File: src/rtl/iomem_pkg.sv
// Shared definitions for the iomem bus-master block: command op codes,
// initiator FSM states and the byte-strobe constants used on the bus.
package iomem_pkg;

  typedef enum logic [1:0] {
    OP_READ  = 2'd0,
    OP_WRITE = 2'd1,
    OP_RMW   = 2'd2,
    OP_RSVD  = 2'd3
  } op_e;

  typedef enum logic [1:0] {
    ST_IDLE,
    ST_RD,
    ST_WR,
    ST_RESP
  } state_e;

  localparam logic [3:0] WSTRB_READ = 4'h0;
  localparam logic [3:0] WSTRB_ALL  = 4'hF;

  // Bits set in mask come from ins, the rest from old.
  function automatic logic [31:0] rmw_merge(input logic [31:0] old,
                                            input logic [31:0] ins,
                                            input logic [31:0] mask);
    return (old & ~mask) | (ins & mask);
  endfunction

endpackage

File: src/rtl/iomem_initiator_if.sv
// picosoc iomem bus bundle.
//   valid  master->slave  request
//   ready  slave->master  one-cycle completion pulse
//   addr   master->slave  address
//   wdata  master->slave  write data
//   wstrb  master->slave  byte strobes, 0 = read
//   rdata  slave->master  read data, sampled with ready
interface iomem_if;
  logic        valid;
  logic        ready;
  logic [31:0] addr;
  logic [31:0] wdata;
  logic [3:0]  wstrb;
  logic [31:0] rdata;

  modport master (output valid, addr, wdata, wstrb, input ready, rdata);
  modport slave  (input valid, addr, wdata, wstrb, output ready, rdata);
endinterface

File: src/rtl/iomem_initiator.sv
// Bus-master end of the picosoc iomem interface. Accepts one command at a
// time from a local sequencer and runs it as a READ, WRITE or
// read-modify-write bus transaction, then returns read data and an error
// flag (timeout or reserved op) on the response port.
// Ports:
//   clk, resetn           clock, synchronous active-low reset
//   cmd_valid/cmd_ready   command handshake
//   cmd_op                0=READ 1=WRITE 2=RMW 3=reserved
//   cmd_addr/cmd_wdata    target address, write/insert data
//   cmd_wstrb             byte enables (WRITE only)
//   cmd_mask              RMW mask, 1 = take bit from cmd_wdata
//   rsp_valid/rsp_ready   response handshake
//   rsp_rdata/rsp_err     read data (0 for WRITE), error flag
//   iomem                 iomem bus, master side
module iomem_initiator
  import iomem_pkg::*;
#(
  parameter int unsigned TIMEOUT = 255,
  parameter int unsigned TO_W    = 16
) (
  input  logic        clk,
  input  logic        resetn,
  input  logic        cmd_valid,
  output logic        cmd_ready,
  input  logic [1:0]  cmd_op,
  input  logic [31:0] cmd_addr,
  input  logic [31:0] cmd_wdata,
  input  logic [3:0]  cmd_wstrb,
  input  logic [31:0] cmd_mask,
  output logic        rsp_valid,
  input  logic        rsp_ready,
  output logic [31:0] rsp_rdata,
  output logic        rsp_err,
  iomem_if.master     iomem
);

  localparam logic [TO_W-1:0] TO_LAST = TO_W'(TIMEOUT - 1);

  state_e          state;
  op_e             op_q;
  logic [31:0]     wdata_q;
  logic [31:0]     mask_q;
  logic [TO_W-1:0] to_cnt;

  always_ff @(posedge clk) begin
    if (!resetn) begin
      state       <= ST_IDLE;
      op_q        <= OP_READ;
      wdata_q     <= '0;
      mask_q      <= '0;
      to_cnt      <= '0;
      cmd_ready   <= 1'b1;
      rsp_valid   <= 1'b0;
      rsp_err     <= 1'b0;
      rsp_rdata   <= '0;
      iomem.valid <= 1'b0;
      iomem.addr  <= '0;
      iomem.wdata <= '0;
      iomem.wstrb <= WSTRB_READ;
    end else begin
      case (state)
        ST_IDLE: begin
          if (cmd_valid) begin
            cmd_ready  <= 1'b0;
            op_q       <= op_e'(cmd_op);
            wdata_q    <= cmd_wdata;
            mask_q     <= cmd_mask;
            rsp_rdata  <= '0;
            rsp_err    <= 1'b0;
            iomem.addr <= cmd_addr;
            to_cnt     <= '0;
            case (op_e'(cmd_op))
              OP_READ, OP_RMW: begin
                iomem.wstrb <= WSTRB_READ;
                iomem.wdata <= '0;
                iomem.valid <= 1'b1;
                state       <= ST_RD;
              end
              OP_WRITE: begin
                iomem.wstrb <= cmd_wstrb;
                iomem.wdata <= cmd_wdata;
                iomem.valid <= 1'b1;
                state       <= ST_WR;
              end
              default: begin
                rsp_err   <= 1'b1;
                rsp_valid <= 1'b1;
                state     <= ST_RESP;
              end
            endcase
          end
        end

        // valid is always high in RD; ready is checked before the timeout
        // so a completion on the final counted cycle still succeeds.
        ST_RD: begin
          if (iomem.ready) begin
            iomem.valid <= 1'b0;
            rsp_rdata   <= iomem.rdata;
            if (op_q == OP_RMW) begin
              iomem.wdata <= rmw_merge(iomem.rdata, wdata_q, mask_q);
              iomem.wstrb <= WSTRB_ALL;
              state       <= ST_WR;
            end else begin
              rsp_valid <= 1'b1;
              state     <= ST_RESP;
            end
          end else if (to_cnt == TO_LAST) begin
            iomem.valid <= 1'b0;
            rsp_err     <= 1'b1;
            rsp_valid   <= 1'b1;
            state       <= ST_RESP;
          end else begin
            to_cnt <= to_cnt + TO_W'(1);
          end
        end

        // Entering WR with valid low only happens after an RMW read: that
        // cycle is the mandatory idle gap, and a stray ready is ignored.
        ST_WR: begin
          if (!iomem.valid) begin
            iomem.valid <= 1'b1;
            to_cnt      <= '0;
          end else if (iomem.ready) begin
            iomem.valid <= 1'b0;
            rsp_valid   <= 1'b1;
            state       <= ST_RESP;
          end else if (to_cnt == TO_LAST) begin
            iomem.valid <= 1'b0;
            rsp_err     <= 1'b1;
            rsp_valid   <= 1'b1;
            state       <= ST_RESP;
          end else begin
            to_cnt <= to_cnt + TO_W'(1);
          end
        end

        ST_RESP: begin
          if (rsp_ready) begin
            rsp_valid <= 1'b0;
            rsp_err   <= 1'b0;
            cmd_ready <= 1'b1;
            state     <= ST_IDLE;
          end
        end

        default: state <= ST_IDLE;
      endcase
    end
  end

endmodule
File: src/flat_wrapper.sv
// flat-port wrapper written by rule: the top's interface ports become plain ports
module iomem_initiator_flat import iomem_pkg::*;
#(
  parameter int unsigned TIMEOUT = 255,
  parameter int unsigned TO_W    = 16
)
  (clk, resetn, cmd_valid, cmd_ready, cmd_op, cmd_addr, cmd_wdata, cmd_wstrb, cmd_mask, rsp_valid, rsp_ready, rsp_rdata, rsp_err, iomem_valid, iomem_addr, iomem_wdata, iomem_wstrb, iomem_ready, iomem_rdata);
  iomem_if iomem_i ();
  input  logic clk;
  input  logic resetn;
  input  logic cmd_valid;
  output logic cmd_ready;
  input  logic [1:0] cmd_op;
  input  logic [31:0] cmd_addr;
  input  logic [31:0] cmd_wdata;
  input  logic [3:0] cmd_wstrb;
  input  logic [31:0] cmd_mask;
  output logic rsp_valid;
  input  logic rsp_ready;
  output logic [31:0] rsp_rdata;
  output logic rsp_err;
  output wire logic [$bits(iomem_i.valid)-1:0] iomem_valid;
  output wire logic [$bits(iomem_i.addr)-1:0] iomem_addr;
  output wire logic [$bits(iomem_i.wdata)-1:0] iomem_wdata;
  output wire logic [$bits(iomem_i.wstrb)-1:0] iomem_wstrb;
  input wire logic [$bits(iomem_i.ready)-1:0] iomem_ready;
  input wire logic [$bits(iomem_i.rdata)-1:0] iomem_rdata;
  assign iomem_valid = iomem_i.valid;
  assign iomem_addr = iomem_i.addr;
  assign iomem_wdata = iomem_i.wdata;
  assign iomem_wstrb = iomem_i.wstrb;
  assign iomem_i.ready = iomem_ready;
  assign iomem_i.rdata = iomem_rdata;
  iomem_initiator #(.TIMEOUT(TIMEOUT), .TO_W(TO_W)) u_core (.clk(clk), .resetn(resetn), .cmd_valid(cmd_valid), .cmd_ready(cmd_ready), .cmd_op(cmd_op), .cmd_addr(cmd_addr), .cmd_wdata(cmd_wdata), .cmd_wstrb(cmd_wstrb), .cmd_mask(cmd_mask), .rsp_valid(rsp_valid), .rsp_ready(rsp_ready), .rsp_rdata(rsp_rdata), .rsp_err(rsp_err), .iomem(iomem_i));
endmodule
File: config.mk
export PLATFORM = sky130hd
export DESIGN_NAME = iomem_initiator_flat
export DESIGN_NICKNAME = d
export VERILOG_FILES = /design/src/rtl/iomem_pkg.sv /design/src/rtl/iomem_initiator_if.sv /design/src/rtl/iomem_initiator.sv /design/src/flat_wrapper.sv
export SDC_FILE = /design/constraint.sdc
export NUM_CORES = 1
export LEC_CHECK = 0
export BUFFER_PORTS_ARGS = -buffer_cell sky130_fd_sc_hd__buf_2
export CAP_MARGIN = 20
export CORE_MARGIN = 4
export CORE_UTILIZATION = 51
export CTS_CLUSTER_SIZE = 12
export DETAILED_ROUTE_END_ITERATION = 8
export GPL_ROUTABILITY_DRIVEN = 0
export MAX_ROUTING_LAYER = met4
export PLACE_DENSITY = 0.85
export SETUP_SLACK_MARGIN = 0.02
export SLEW_MARGIN = 20
export SYNTH_ARGS = -nofsm -noshare
export SYNTH_HDL_FRONTEND = slang
export SYNTH_SLANG_ARGS = --single-unit
export TNS_END_PERCENT = 10
File: constraint.sdc
create_clock -name clk -period 2.1 [get_ports clk]
set_input_delay 0.315 -clock clk [delete_from_list [all_inputs] [get_ports clk]]
set_output_delay 0.315 -clock clk [all_outputs]
set_load 0.05 [all_outputs]
Word-level counts from Yosys, hierarchy flattened
Cells that the tools add are included.
{"block": "op_classes", "muxes": 53, "n_bitwise": 4, "addsub": 1, "n_reduce_logical": 15, "eq_ne": 17}
{"op": "32-bit case mux with 2 select lines", "n": 3}
{"op": "32-bit 2-to-1 mux", "n": 5}
{"op": "32-bit AND", "n": 2}
{"op": "16-bit 2-to-1 mux", "n": 4}
{"op": "16-bit case mux with 3 select lines", "n": 1}
{"op": "32-bit inverter", "n": 1}
{"op": "32-bit OR", "n": 1}
{"op": "1-bit 2-to-1 mux", "n": 23}
{"op": "16-bit by 1-bit adder with 16-bit output, second input constant", "n": 1}
{"op": "16-bit by 8-bit equality test with 1-bit output, second input constant", "n": 1}
{"op": "4-bit case mux with 2 select lines", "n": 2}
{"op": "2-bit 2-to-1 mux", "n": 6}
{"op": "4-bit 2-to-1 mux", "n": 3}
{"op": "2-bit inequality test, second input constant", "n": 5}
{"op": "5-bit AND reduction", "n": 2}
{"op": "3-bit AND reduction", "n": 3}
{"op": "2-bit equality test, second input constant", "n": 4}
{"op": "1-bit case mux with 4 select lines", "n": 2}
{"op": "2-bit case mux with 4 select lines", "n": 1}
{"op": "3-bit inequality test, second input constant", "n": 2}
{"op": "2-bit by 1-bit equality test with 1-bit output, second input constant", "n": 2}
{"op": "2-bit logical NOT", "n": 2}
{"op": "2-bit by 1-bit inequality test with 1-bit output, second input constant", "n": 2}
{"op": "2-bit case mux with 2 select lines", "n": 1}
{"op": "9 further kinds", "n": 11}
{"block": "totals", "output_inout_bits": 104, "input_bits": 139, "reg_bits": 188, "elab_cells": 103}

Longest topological paths before layout
Gate-level depths: netlist of the first run.
{"block": "logic_depth", "ltp_word": 6, "ltp_mapped": 9, "ltp_nobuf": 6}

Least setup slack after synthesis of the first run
Ideal clock, no wire load.
{"block": "synth_timing", "path_type": "register to register", "start": "reg u_core.state[0]", "end": "reg u_core.iomem.addr[0]", "required_time_ns": 2.030, "synth_period_minus_slack_ns": 1.755, "setup_ns": 0.070, "arrival_time_ns": 1.685, "path_buffers": 3, "stages_incl_launch_ff": 9, "slack_ns": 0.345, "path_cell_list": "dfxtp_1 > inv_1 > ha_1 > buf_2 > nand2_1 > buf_2 > clkbuf_1 > nand2_1 > a21oi_1"}
{"block": "synth_between", "elab_chain_len": 2}
{"element": "start: declaration", "line_no": "iomem_initiator.sv:39", "source": "state_e state;"}
{"element": "start signal: assignment", "line_no": "iomem_initiator.sv:47", "source": "state <= ST_IDLE;"}
{"element": "start signal: assignment", "line_no": "iomem_initiator.sv:77", "source": "state <= ST_RD;"}
{"element": "start signal: assignment", "line_no": "iomem_initiator.sv:83", "source": "state <= ST_WR;"}
{"element": "2-bit logical NOT", "line_no": "iomem_initiator.sv:61", "source": "case (state)"}
{"element": "2-bit AND reduction (no line)"}
{"element": "end signal: assignment", "line_no": "iomem_initiator.sv:70", "source": "iomem.addr <= cmd_addr;"}
{"element": "end: declaration", "line_no": "iomem_initiator_if.sv:16", "source": "modport master (output valid, addr, wdata, wstrb, input ready, rdata);"}
No other way between the ends.
A chain may end at the register's enable or synchronous reset.

Worst setup path in the final report of the first run
{"block": "layout_timing", "start": "reg u_core.state[0]", "end": "reg u_core.iomem.wdata[14]"}
{"block": "layout_between", "elab_chain_len": 3, "elab_cells_between_ends": 9, "classes_between": "eq/ne: 5; mux: 1; reduce/logical: 3"}
{"element": "2-bit by 1-bit equality test with 1-bit output / 2-bit logical NOT (equally long branches)", "line_no": "iomem_initiator.sv:61"}
{"element": "2-bit by 1-bit inequality test with 1-bit output (no line) (tied with other cells)"}
{"element": "5-bit AND reduction (no line)"}
{"element": "end signal: assignment", "line_no": "iomem_initiator.sv:81", "source": "iomem.wdata <= cmd_wdata;"}
{"element": "end signal: assignment", "line_no": "iomem_initiator.sv:101", "source": "iomem.wdata <= rmw_merge(iomem.rdata, wdata_q, mask_q);"}
{"element": "end: declaration", "line_no": "iomem_initiator_if.sv:16"}
Parallel ways exist; a longest one is shown, timed or not.

==> flow_summary.toml, run 1 <==
[status]
status = "finished, final reports clean"

[critical_path]
critPathLaunchType = "flop"
crit_required_ps = 2420
cp_max_fo = 34
endpoint_kind = "flop"
rr_worst_depth = 7
worstSetupPathType = "reg2reg"
worstPathArrival_ps = 2260

[timing]
setup-tns-final_ps = 0
max_freq_mhz = 516
slew_violations = 0
setup_viol = 0
slew_headroom = 0.605
finClkSkew_ps = 9.10
rsz0062_at_grt = "no"
layout_setup_ws_ps = 161
hold_violations = 0
fin_crit_ps = 1940
timing.final.crit_share = 0.924
worst_pin_slew_ps = 593

[yosys]
yosys.area.top_type_share = 0.481
synth_largest_area_cell = "dfxtp_1"
synth_mux_area_frac = 0.0578
synth.most_common_cell = "nand2_1"
synthTopCellsByCount = "nand2_1, dfxtp_1, a21oi_1"
synth_area_leaders = "dfxtp_1, nand2_1, a21oi_1"
synth_xor_area_frac = 0
ys_types = 52
synth_top_family_by_area = "simple AND/OR/NAND/NOR gates"
synthArstFlopShare = 0
ys_ff_latch = 188
synth_ff_type = "dfxtp_1"
synth.avg_cell_area_um2 = 8.33
synth_nets = 1087
synth_edf_count = 0
synth-seq-area-share = 0.481
yosys.area_share.simple = 0.213
synthAdderAreaFrac = 0.0128
synth_compound_area_frac = 0.185
syn_area_mm2 = 0.00783
syn-instance-count = 940
yosysWarnings = 0

[power_and_ir_drop]
peakVddDrop_uv = 740
power_frac_comb = 0.425
clkPwrFrac = 0.240
cellLeakagePower_uw = 0.00409
p_switching_uw = 5860
p_per_area_mw_per_mm2 = 1390
switching_share = 0.424
pwr-share-seq = 0.334
p_int_uw = 7950

[cells_and_area]
layout.nets = 1295
final_core_util = 0.655
stdcell_area_mm2 = 0.00992
instances_no_fill = 1352
drive_above_1_share = 0.302
syn2layout_area_growth_pct = 26.7

[route]
wire_per_inst_um = 16.8
postRouteAntennaNets = 0
drt_iter0_drc = 576
num_vias = 7720
drt-total-wl_um = 22800
dr.pass1.iters = 6
routed_via_density = 5.71
drc_errors = 0

[clock_network]
cts_root_buf = "clkbuf_16"
clk_path_buf_depth = 2
cts-resized-gates = 0
cts_hold_buf = 0
clkLatencyLatePin_ps = 420
clock_sinks = 188
cts_setup_buffers = 0
tritoncts = "built"
clkTransAtPathRegs_ps = 70
cts-buffers-inserted = 17
h-tree-depth = 4

[worst_hold_path]
holdCritPathClass = "in2reg"
whs_path_depth = 3

[die]
rows = 45
die_y_um = 132
initial_utilization = 0.517
io_pins = 243
core_area_mm2 = 0.0151
die_w_um = 132
dieArea_mm2 = 0.0174

[grt]
grt_start_max_net_pins = 69
grt_pass1_vias = 7335
grt_pass1_wl_um = 35800
antenna_found_initial = 3
grt_overflow_total = 0
grt_usage = 0.255

[placed_design]
dp_cells = 1316
dpl_worst_slack_ps = 126
dpl.hpwl_um = 15500
portBuffers = 242
place_area_mm2 = 0.00926

[job]
drv_cap = 0
-- cells in the final DEF (no fill, tap or decap), drive strengths merged, types with 2 or more instances in the layout --
cell and instances:
and4 5, clkinv 4, nor2 40, o211ai 2, and2 2, nand2 239
nand4 35, a211oi 34, a22oi 31, inv 17, a311oi 2, o41ai 2
mux2 34, o31ai 7, a21oi 148, nand3 17, mux2i 7, or4 6
nor4 8, a21boi 2, bufinv 2, buf 266, nand3b 7, o21ai 3
o221a 2, diode 3, dfxtp 188, nor3 7, ha 8, clkbuf 23
-- per-stage QoR --
step                hold WS (ps)  total power (uW)
detailed placement           442             10400
global placement             436             10200
CTS                          111             13700
finish                       123             13800
floorplan                    433              8770
global route                 116             14500
-- flip-flops by register name (all words and copies together) (netlist names), 4 cells and up --
| signal | count |
|---|---|
| u_core.to_cnt | 16 |
| u_core.iomem.wstrb | 4 |
| u_core.iomem.wdata | 32 |
| u_core.wdata_q | 32 |
| u_core.iomem.addr | 32 |
| u_core.rsp_rdata | 32 |
| u_core.mask_q | 32 |
-- cells by family after synthesis --
group / after synthesis
simple gates: 373
compound gates: 239
flops: 188
buf+inv: 91
mux: 41
fa+ha+maj: 8
-- critical path: stages (launching register included) --
cell and delay [ps]:
dfxtp_2 360, inv_1 90, ha_1 250, buf_4 170
mux2_2 270, o2111a_2 190, clkbuf_16 220, a211oi_1 260
-- power by group through the flow --
stage	Combinational, uW	Sequential [uW]	Clock (uW)
final	5880	4620	3320
after global routing	6320	4700	3530
after floorplan	2750	6010	0
after CTS	5720	4600	3370
after detailed placement	5700	4670	0
after global placement	5550	4650	0
-- per-layer routing --
metal  vias up  GRT usage  share of wire
li1       3715          -              -
met1      3626      0.318           0.41
met2       330      0.400           0.48
met3        49     0.0557          0.068
met4         0      0.109          0.034
met5         -          -              0
-- cell type report --
class | count | area (um2)
fill | 1215 | 5220
sequential | 188 | 3770
multi-input combinational | 661 | 3690
timing repair buffer | 267 | 1550
clock buffer | 22 | 494
tap | 188 | 235
clock inverter | 10 | 126
inverter | 13 | 51.3
antenna | 3 | 7.51
-- path summary, 6_finish.rpt --
kind	start	endpoint	slack (ps)
worst max-delay path	u_core.state[0]	u_core.iomem.wdata[14]	160
worst min-delay path	cmd_mask[22]	u_core.mask_q[22]	120
worst max register to register	u_core.state[0]	u_core.iomem.wdata[14]	160
worst min register to register	u_core.rsp_rdata[23]	u_core.rsp_rdata[23]	450
Note: power is estimated with default switching activity, not from simulation.
==> run 2: changes to the inputs <==
CORE_UTILIZATION = 50   (was 51)
PLACE_DENSITY = 0.83   (was 0.85)
==> flow_summary.toml, run 2 (synthesis gave the netlist of run 1 again) <==
[status]
status = "finished, final reports clean"

[critical_path]
path_delay_family = "buffers and inverters"
worstSetupPathType = "reg2reg"
crit_required_ps = 2450
cp_slowest_stage_delay_ps = 340
cp_max_fo = 28
cp_slowest_cell = "dfxtp_2"
cp_cell_sequence = "inv_1 -> ha_2 -> buf_4 -> mux2_2 -> o2111a_2 -> buf_12 -> clkbuf_16 -> nor2_1 -> a211oi_1"
worstPathArrival_ps = 2330
endpoint_kind = "flop"
critPathBufInv = 4
critPathLaunchType = "flop"

[clock_network]
clkTransAtPathRegs_ps = 70
tritoncts = "built"
clock_sinks = 188
cts-buffers-inserted = 17
clkLatencyLatePin_ps = 430
clk_path_buf_depth = 2
cts_root_buf = "clkbuf_16"
h-tree-depth = 4
cts_hold_buf = 0

[job]
drv_cap = 0

[timing]
fin_crit_ps = 1980
hold_violations = 0
setup_viol = 0
timing.final.crit_share = 0.943
rsz0062_at_grt = "no"
finClkSkew_ps = 14.0
slew_headroom = 0.713
slew_violations = 0
worst_pin_slew_ps = 431
setup-tns-final_ps = 0
max_freq_mhz = 505

[power_and_ir_drop]
pwr-share-seq = 0.335
p_int_uw = 7790
p_switching_uw = 5970
power_frac_comb = 0.441
switching_share = 0.434
peakVddDrop_uv = 776
p_per_area_mw_per_mm2 = 1380
clkPwrFrac = 0.224
cellLeakagePower_uw = 0.00409

[worst_hold_path]
holdCritPathClass = "in2reg"

[cells_and_area]
layout_common_cells = "buf_2, nand2_1, dfxtp_1"
syn2layout_area_growth_pct = 27.1
final_common_cell = "buf_2"
layout.nets = 1300
drive_above_1_share = 0.309
stdcell_area_mm2 = 0.00995

[route]
num_vias = 7744
routed_via_density = 5.61
drt_iter0_drc = 684
drt-total-wl_um = 23100
wire_per_inst_um = 16.7
postRouteAntennaNets = 0
drc_errors = 0
dr.pass1.iters = 5

[placed_design]
place_area_mm2 = 0.00928
dpl.hpwl_um = 15300
portBuffers = 242

[die]
die_y_um = 133
initial_utilization = 0.513
dieArea_mm2 = 0.0177
io_pins = 243
rows = 45
core_area_mm2 = 0.0153
die_w_um = 133

[grt]
grt_pass1_vias = 7174
antenna_found_initial = 3
grt_usage = 0.254
grt_pass1_wl_um = 35900
grt_overflow_total = 0
grt_start_max_net_pins = 73
-- run 2: path summary, 6_finish.rpt --
check	startpoint	slack [ps]	to	depth (start not counted)
max	u_core.state[0]	120	u_core.iomem.wdata[10]	9
min reg2reg	u_core.rsp_rdata[3]	450	u_core.rsp_rdata[3]	2
max reg2reg	u_core.state[0]	120	u_core.iomem.wdata[10]	9
min	cmd_mask[17]	110	u_core.mask_q[17]	3
-- run 2: cell type report --
class	count	area (um2)
antenna	3	7.51
clock buffer	20	447
clock inverter	12	109
fill	1296	5300
inverter	13	51.3
multi-input combinational	661	3730
sequential	188	3770
tap	211	264
timing repair buffer	272	1580
-- run 2: repair_timing --
action                                 in CTS  in global routing
endpoints found under the hold margin       0                  0
resized for setup                           0                 11
setup buffers                               0                  1
setup endpoints to repair                   0                 32
-- run 2: power by group through the flow --
stage               Sequential, uW  Clock [uW]  Combinational (uW)
floorplan                     6010           0                2750
global placement              4640           0                5520
detailed placement            4670           0                5620
CTS                           4600        3130                5660
global route                  4690        3300                6500
finish                        4620        3080                6070
-- run 2: layer usage --
layer / global-route usage / part of all wire
met1: 0.309 / 0.40
met5: - / 0
met2: 0.405 / 0.49
met3: 0.0721 / 0.086
met4: 0.0920 / 0.028
-- run 2: worst reg2reg max path: stages (launching register included) --
cell	delay, ps
dfxtp_2	340
inv_1	140
ha_2	220
buf_4	190
mux2_2	180
o2111a_2	240
buf_12	130
clkbuf_16	220
nor2_1	60
a211oi_1	190
-- run 2: metrics by stage --
| stage | worst slack [ps] | util | hold WS (ps) | std cells | total power, uW |
|---|---|---|---|---|---|
| after floorplan | 345 | - | 433 | 940 | 8770 |
| after global placement | 246 | 0.608 | 436 | 1342 | 10200 |
| after detailed placement | 153 | 0.608 | 440 | 1342 | 10300 |
| after CTS | 95.9 | 0.644 | 101 | 1374 | 13400 |
| after global routing | 22.5 | 0.652 | 91.9 | 1380 | 14500 |
| final | 119 | 0.652 | 113 | 1380 | 13800 |
==> run 3: changes to the inputs <==
CELL_PAD_IN_SITES_DETAIL_PLACEMENT = 1   (was unset)
CELL_PAD_IN_SITES_GLOBAL_PLACEMENT = 1   (was unset)
CORE_UTILIZATION = 37   (was 50)
PLACE_DENSITY = 0.85   (was 0.83)
==> flow_summary.toml, run 3 (synthesis gave the netlist of run 1 again) <==
[grt]
grt_pass1_vias = 8104
grt_usage = 0.230
grt_start_max_net_pins = 60
antenna_found_initial = 7
grt_pass1_wl_um = 43200
grt_overflow_total = 0

[timing]
setup_viol = 0
timing.final.crit_share = 0.946
finClkSkew_ps = 14.7
max_freq_mhz = 503
slew_violations = 0
fin_crit_ps = 1990
slew_headroom = 0.613
hold_violations = 0
setup-tns-final_ps = 0
rsz0062_at_grt = "yes"
worst_pin_slew_ps = 581

[status]
status = "finished, final reports clean"

[clock_network]
tritoncts = "built"
cts_root_buf = "clkbuf_16"
clk_path_buf_depth = 2
cts-buffers-inserted = 17
h-tree-depth = 4
clock_sinks = 188
clkTransAtPathRegs_ps = 80
cts_setup_buffers = 0
clkLatencyLatePin_ps = 440
cts-resized-gates = 0
cts_hold_buf = 0

[critical_path]
worstPathArrival_ps = 2340
crit_required_ps = 2450
crit_top_cell = "buf_4"
cp_slowest_stage_delay_ps = 350
endpoint_kind = "flop"
cp_slowest_cell = "dfxtp_1"
cp_max_fo = 14
worstSetupPathType = "reg2reg"
critPathLaunchType = "flop"
cp_cell_sequence = "inv_1 -> ha_2 -> buf_4 -> a21oi_1 -> o211ai_1 -> buf_4 -> nand3_1 -> mux2i_1"

[die]
die_w_um = 153
die_y_um = 153
io_pins = 243
dieArea_mm2 = 0.0236
core_area_mm2 = 0.0205
initial_utilization = 0.382
rows = 52

[job]
drv_cap = 0

[placed_design]
dpl.hpwl_um = 19100
dp_cells = 1403
portBuffers = 242

[cells_and_area]
syn2layout_area_growth_pct = 28.0
final_common_cell = "buf_2"
fillers = 2537
instances_no_fill = 1442
layout.nets = 1299
drive_above_1_share = 0.305
layout_common_cells = "buf_2, nand2_1, dfxtp_1"

[power_and_ir_drop]
cellLeakagePower_uw = 0.00408
p_per_area_mw_per_mm2 = 1380
peakVddDrop_uv = 700

[route]
postRouteAntennaNets = 0
drt-total-wl_um = 27000
dr.pass1.iters = 5
drc_errors = 0
drt_iter0_drc = 443
num_vias = 7753
wire_per_inst_um = 18.7
routed_via_density = 5.38

[worst_hold_path]
holdCritPathClass = "in2reg"
## run 3: report_power, final
part | switching, uW | internal (uW)
clock network | 1550 | 1720
logic | 4180 | 1770
registers | 397 | 4240
## run 3: final timing paths
check | start | cells past startpoint | slack (ps) | to
worst min-delay path | cmd_addr[24] | 3 | 110 | u_core.iomem.addr[24]
worst max-delay path | u_core.state[1] | 8 | 110 | u_core.to_cnt[10]
worst min register to register | u_core.rsp_rdata[9] | 2 | 450 | u_core.rsp_rdata[9]
worst max register to register | u_core.state[1] | 8 | 110 | u_core.to_cnt[10]
## run 3: area by class of cell
cell class / instances / area (um2) / share of cell area
multi-input combinational: 661 / 3700 / 0.370
clock inverter: 14 / 154 / 0.0154
clock buffer: 18 / 439 / 0.0438
timing repair buffer: 271 / 1550 / 0.155
tap: 270 / 338 / 0.0337
inverter: 13 / 51.3 / 0.00512
sequential: 188 / 3760 / 0.376
antenna: 7 / 17.5 / 0.00175
## run 3: critical path: cells and delay by family (launching register included)
kind	cells	cell delay (ps)
compound gates	2	400
mux	1	170
fa+ha+maj	1	280
buf+inv	3	620
simple gates	1	100
flops	1	350
## run 3: stage by stage
stage          utilization  hold slack [ps]  power, uW  instance area, um2  setup slack (ps)
6_report             0.489              108      13900               10000               112
5_1_grt              0.489              101      14600               10000             -27.9
4_1_cts              0.487             94.5      13900                9980              30.3
3_5_place_dp         0.458              445      10600                9390              42.1
3_3_place_gp         0.458              436      10400                9390               157
2_1_floorplan            -              433       8770                7830               345
## run 3: metal layers
layer,up-vias,part of all wire,global-route usage
li1,3723,-,-
met1,3780,0.42,0.284
met2,206,0.50,0.381
met3,44,0.049,0.0416
met4,0,0.023,0.0774
met5,-,0,-
